## src/rtl/mem_access_unit.sv

```systemverilog
// Load/store sequencer in front of a synchronous single-port data RAM.
// One request per handshake; registered RAM strobes; fixed read latency RD_LAT.
module mem_access_unit #(
    parameter int ADDR_W = 12,
    parameter int DATA_W = 16,
    parameter int RD_LAT = 1
) (
    input  logic              clk,
    input  logic              rst_n,
    input  logic              req_valid,
    output logic              req_ready,
    input  logic [11:0]       controll,
    input  logic [ADDR_W-1:0] address1,
    input  logic [ADDR_W-1:0] address2,
    input  logic [DATA_W-1:0] data1,
    input  logic [DATA_W-1:0] data2,
    output logic              resp_valid,
    output logic [DATA_W-1:0] memout,
    output logic              busy,
    output logic [ADDR_W-1:0] mem_addr,
    output logic [DATA_W-1:0] mem_wdata,
    output logic              mem_we,
    output logic              mem_re,
    input  logic [DATA_W-1:0] mem_rdata
);

    typedef enum logic [2:0] {
        IDLE  = 3'd0,
        WR    = 3'd1,
        RD    = 3'd2,
        RWAIT = 3'd3,
        RESP  = 3'd4
    } state_t;

    localparam logic [1:0] WAIT_INIT = 2'(RD_LAT - 1);

    state_t            state;
    logic              read_reg;
    logic [1:0]        wait_cnt;
    logic              sel_alt;
    logic [ADDR_W-1:0] sel_addr;
    logic [DATA_W-1:0] sel_data;
    logic              unused_ctrl;

    // Bit 10 picks the indirect (address2/data2) pair for both read and write.
    assign sel_alt     = controll[10];
    assign sel_addr    = sel_alt ? address2 : address1;
    assign sel_data    = sel_alt ? data2 : data1;
    assign unused_ctrl = ^{controll[11], controll[7:0]};

    assign req_ready = rst_n && (state == IDLE);
    assign busy      = (state != IDLE);

    always_ff @(posedge clk or negedge rst_n) begin
        if (!rst_n) begin
            state      <= IDLE;
            read_reg   <= 1'b0;
            wait_cnt   <= 2'd0;
            resp_valid <= 1'b0;
            memout     <= '0;
            mem_addr   <= '0;
            mem_wdata  <= '0;
            mem_we     <= 1'b0;
            mem_re     <= 1'b0;
        end else begin
            mem_we     <= 1'b0;
            mem_re     <= 1'b0;
            resp_valid <= 1'b0;
            case (state)
                IDLE: begin
                    if (req_valid) begin
                        read_reg <= controll[9];
                        if (controll[8]) begin
                            state     <= WR;
                            mem_we    <= 1'b1;
                            mem_addr  <= sel_addr;
                            mem_wdata <= sel_data;
                        end else if (controll[9]) begin
                            state    <= RD;
                            mem_re   <= 1'b1;
                            mem_addr <= sel_addr;
                        end else begin
                            state      <= RESP;
                            resp_valid <= 1'b1;
                        end
                    end
                end
                WR: begin
                    // mem_addr still holds the selected address for the follow-on read
                    if (read_reg) begin
                        state  <= RD;
                        mem_re <= 1'b1;
                    end else begin
                        state      <= RESP;
                        resp_valid <= 1'b1;
                    end
                end
                RD: begin
                    state    <= RWAIT;
                    wait_cnt <= WAIT_INIT;
                end
                RWAIT: begin
                    if (wait_cnt != 2'd0) begin
                        wait_cnt <= wait_cnt - 2'd1;
                    end else begin
                        memout     <= mem_rdata;
                        state      <= RESP;
                        resp_valid <= 1'b1;
                    end
                end
                RESP: begin
                    state <= IDLE;
                end
                default: begin
                    state <= IDLE;
                end
            endcase
        end
    end

endmodule

```

## config.mk

```make
export PLATFORM = sky130hd
export DESIGN_NAME = mem_access_unit
export DESIGN_NICKNAME = d
export VERILOG_FILES = /design/src/rtl/mem_access_unit.sv
export SDC_FILE = /design/constraint.sdc
export NUM_CORES = 1
export LEC_CHECK = 0
export BUFFER_PORTS_ARGS = -buffer_cell sky130_fd_sc_hd__clkbuf_2
export CAP_MARGIN = 40
export CORE_AREA = 2 2 87 89
export CTS_CLUSTER_SIZE = 16
export DETAILED_ROUTE_END_ITERATION = 8
export DIE_AREA = 0 0 89 91
export PLACE_DENSITY_LB_ADDON = 0.15
export SLEW_MARGIN = 20
export SYNTH_ARGS = -nofsm -noshare
export SYNTH_HDL_FRONTEND = slang
export SYNTH_SLANG_ARGS = --single-unit
```

## constraint.sdc

```tcl
create_clock -name clk -period 1.7 [get_ports clk]
set_input_delay 0 -clock clk [delete_from_list [all_inputs] [get_ports clk]]
set_output_delay 0 -clock clk [all_outputs]
set_load 0.01 [all_outputs]
```

==> summary.md <==
The flow ran to the end, and the final reports show no timing, DRC or antenna violations. The detailed-route vias per instance was 4.46; the number of distinct library cell variants in the gate-level netlist after synthesis was 30. The run gives 1.88 ns as the data required time at the worst endpoint. Endpoint of the worst-slack reg-to-reg timing path: mem_addr[3]. Combinational family with the most area after synthesis: multiplexers. The number of antenna diodes in the final layout is 0. The placed instances occupy a cell area of 3280 sq um.

The first routing iteration left 20 violations. The via count of the first global-routing pass came out at 1942. The worst hold slack across all endpoints was 0.0307 ns. The design draws 5.35 mW.

For this run, the detailed router's first-pass iteration total came to 4. Clock-pin slew was measured on the worst setup and hold paths at 0.09 ns. The Yosys step of the flow raised 0 warnings. The core region is 7140 sq um. The synthesized design spends more area on one cell type than any other, namely sky130_fd_sc_hd__dfrtp_1. In this run the most critical hold path is launched from req_valid. Clock tree synthesis selected as its root buffer the cell sky130_fd_sc_hd__clkbuf_8. Summed over all nets, the switching power comes to 1.76 mW.

At the later pin of the worst-skew pair, clock insertion delay measures 0.30 ns. In this run the horizontal extent of the chip is 89 microns. For the number of failing hold endpoints at the final stage, the log shows 0. The path class of the tightest hold or removal check is in -> reg. Worst flop-to-flop path startpoint: state[2].

In this run the power density over the cells is 1500 nW/um^2. The final critical-path share of the clock period is 98.9%, and the number of buffers between clock root and the deepest sink is 2. Of the post-synthesis cell area, the part taken by muxes is 34.9%. The number of flops mapped to enable cells by yosys was 0; the fraction of registers with async set or reset after synthesis was 100%. The critical path's top delay family was simple AND/OR/NAND/NOR gates. The first-pass GRT wire length was 8880 microns; the share of synthesized cell area in and, or, nand and nor gates was 4.67%. The leakage power figure came out at 1.77 nW. At the end of the flow the core is filled with cells to 50.0%. The wire length reported by the detailed router came out at 5360 microns.

Of the total synthesized cell area, the portion taken by full adders, half adders and majority gates is 0.508%. The arrival time of data at the critical path endpoint is 1.86 ns. The count of pins over their slew limit was 0. The library cells used most frequently in the layout, excluding fill and tap cells, are 126 x sky130_fd_sc_hd__clkbuf_2, 61 x sky130_fd_sc_hd__mux2_2, 53 x sky130_fd_sc_hd__dfrtp_1. IR analysis of the VDD net gives a maximum drop of 0.733 mV. TritonCTS built the clock tree. The detail route stage leaves a number of antenna-violating nets equal to 0.

The fraction of the mapped netlist area in compound gates was 3.35%; the switching power as a share of total power was 32.9%. On the critical path, the stage with the largest delay is an instance of sky130_fd_sc_hd__or4b_4. Yosys attributes the largest share of cell area to sky130_fd_sc_hd__dfrtp_1 54%, sky130_fd_sc_hd__mux2_2 28%, sky130_fd_sc_hd__mux2_4 6.1%. The die area came out at 8100 sq um. During I/O placement, the number of pins put on the boundary was 136.

Of the total power, registers draw 40.5%. The tools report the total number of vias as 1877. After the last flow step, the layout net total stands at 409.

For flop-to-flop paths, the worst setup slack is 0.02 ns. The tools report the count of standard-cell rows as 31. In this run, synthesis produced a sequential element count of 53.

The run gives 0 as the number of max-capacitance violations reported. From synthesis to final layout, the design area changed by 44.9%. The XOR/XNOR share of the synthesized area was 0%. Of the cells placed in the final design, the portion with a size suffix greater than 1 is 68.6%. The run gives 14.2% as the clock group share of total power. The sum of buffers and inverters on the critical path works out to 1. The library cell used most frequently in the layout, excluding fill and tap cells, is sky130_fd_sc_hd__clkbuf_2. The cell area after layout is 3570 sq um, and the delay of the slowest cell on the worst path is 0.56 ns. The combinational group share of total power is 45.3%.

After clock tree synthesis, the setup repair step added 0 buffers. Measured along the y axis, the die boundary spans 91 microns. Global routing finished with a remaining overflow of 0. For this run, design rule violations remaining after detail routing come to 0.

For this configuration, the core starts out at a cell density of 34.5%. The share of synthesized area in the top cell type comes to 53.8%. The measured slew at the worst slew-check pin was 0.358 ns; the total global-route track usage was 13.8%.

Each instance of the synthesized netlist takes up on average 14.8 sq um. Of all nets on the critical path, the largest fanout is 10. The run gives 0.774 as the routability congestion estimate from global placement. The gate count after technology mapping is 166, and the headroom to the max-slew limit is 76.1%. The start-to-end type of the worst setup path was reg -> reg. The tools report the type of origin of the critical path as a flip-flop.

The largest registers in the layout are mem_wdata (16), memout (16), mem_addr (12). Among all flip-flop cells after synthesis, the most frequent one is sky130_fd_sc_hd__dfrtp_1. The number of port buffers was 126; the number of H-tree levels was 2. After detailed routing, the average wire length per cell comes to 12.7 microns. The kind of capture point of the worst setup path is a flip-flop. The endpoint with the worst hold slack was state[2]. The post-route clock skew came out at 0.00665 ns. Clock period minus final worst setup slack: 1.68 ns. The number of antenna violations at the first check in global routing is 0, and the total nets after synthesis is 254. Based on the critical path, the design can be clocked at up to 595 MHz. Setup repair after global routing could not meet its margin everywhere.

Number of cell instances on the worst register-to-register path: 4. In this run the cell area of the synthesized design comes to 2460 sq um. Counting instances, the worst hold path has a depth of 2. Entering global routing, the biggest net connects 29 pins.

The tools report the clock sink total as 53. Setup violations remaining at the end of the flow were counted as 0. The internal portion of the total power is 3.59 mW. The run gives 4030 microns as the half-perimeter wire length after detailed placement. Walking the worst path, the cells encountered are or4b_4, nor2_4, buf_12, mux2_4.

The share of the Yosys chip area taken by registers is 53.8%. In this run, CTS created clock tree buffers numbering 5.
[power by group through the flow]
| stage | Clock, mW | Sequential [mW] | Combinational (mW) |
|---|---|---|---|
| 3_5_place_dp | 0 | 2.19 | 2.42 |
| 5_1_grt | 0.853 | 2.25 | 2.62 |
| 6_report | 0.762 | 2.16 | 2.42 |
| 4_1_cts | 0.805 | 2.17 | 2.46 |
| 3_3_place_gp | 0 | 2.18 | 2.39 |
| 2_1_floorplan | 0 | 2.47 | 1.11 |
[layer usage]
layer	vias to the layer above	track usage (%)	share of wire, %
met2	85	23.1	49
met4	0	4.10	1.3
li1	904	-	-
met5	-	0	0
met1	882	17.4	43
met3	6	3.27	7.3
[kinds of logic after synthesis]
group           after synthesis
compound gates               12
mux                          73
fa+ha+maj                     1
flops                        53
buf+inv                      11
simple gates                 16
[through the flow]
| stage | setup TNS, ns | instances | worst slack, ns |
|---|---|---|---|
| 6_report | 0 | 421 | 0.0188 |
| 5_1_grt | -0.329 | 421 | -0.0403 |
| 4_1_cts | 0 | 421 | 0.0163 |
| 3_5_place_dp | 0 | 394 | 0.0297 |
| 3_3_place_gp | 0 | 394 | 0.0548 |
| 2_1_floorplan | 0 | 166 | 0.00300 |
[worst register-to-register path: stages, from the launching register on]
cell and delay [ns]:
sky130_fd_sc_hd__dfrtp_1 0.39, sky130_fd_sc_hd__or4b_4 0.56, sky130_fd_sc_hd__nor2_4 0.15, sky130_fd_sc_hd__buf_12 0.16
sky130_fd_sc_hd__mux2_4 0.30
[worst max path at each step]
stage / from / to / slack, ns / cells past startpoint
6_report: state[2] / mem_addr[3] / 0.02 / 4
4_1_cts: state[2] / mem_addr[3] / 0.02 / 4
3_5_place_dp: state[2] / mem_addr[7] / 0.03 / 4
2_1_floorplan: state[2] / mem_addr[10] / 0.003 / 4
5_1_grt: state[2] / mem_addr[5] / -0.04 / 4
3_3_place_gp: state[2] / mem_addr[8] / 0.05 / 4
[cell usage after synthesis (2+ instances only)]
library cell              instances
sky130_fd_sc_hd__nand2_1          2
sky130_fd_sc_hd__dfrtp_1         53
sky130_fd_sc_hd__nand3_2          2
sky130_fd_sc_hd__buf_2            3
sky130_fd_sc_hd__mux2_4          10
sky130_fd_sc_hd__nor3_1           2
sky130_fd_sc_hd__mux2_2          61
sky130_fd_sc_hd__nor2b_1          2
sky130_fd_sc_hd__a32o_1           2
sky130_fd_sc_hd__mux2_1           2
sky130_fd_sc_hd__o21ai_0          5
sky130_fd_sc_hd__inv_1            4
[timing repair]
action / in CTS / in global routing
endpoints found under the hold margin: 71 / 0
hold buffers: 19 / 0
endpoints found under the setup margin: 0 / 10
gates resized for setup: 0 / 0
[layout make-up]
type	instances	area, sq um
repair buffers	155	933
clock inverters	1	5.00
clock buffers	7	96.3
multi-input cells	102	1070
flip-flops and latches	53	1330
inverters	4	15.0
fillers	676	3570
well taps	99	124
(Power assumes the default switching activity.)
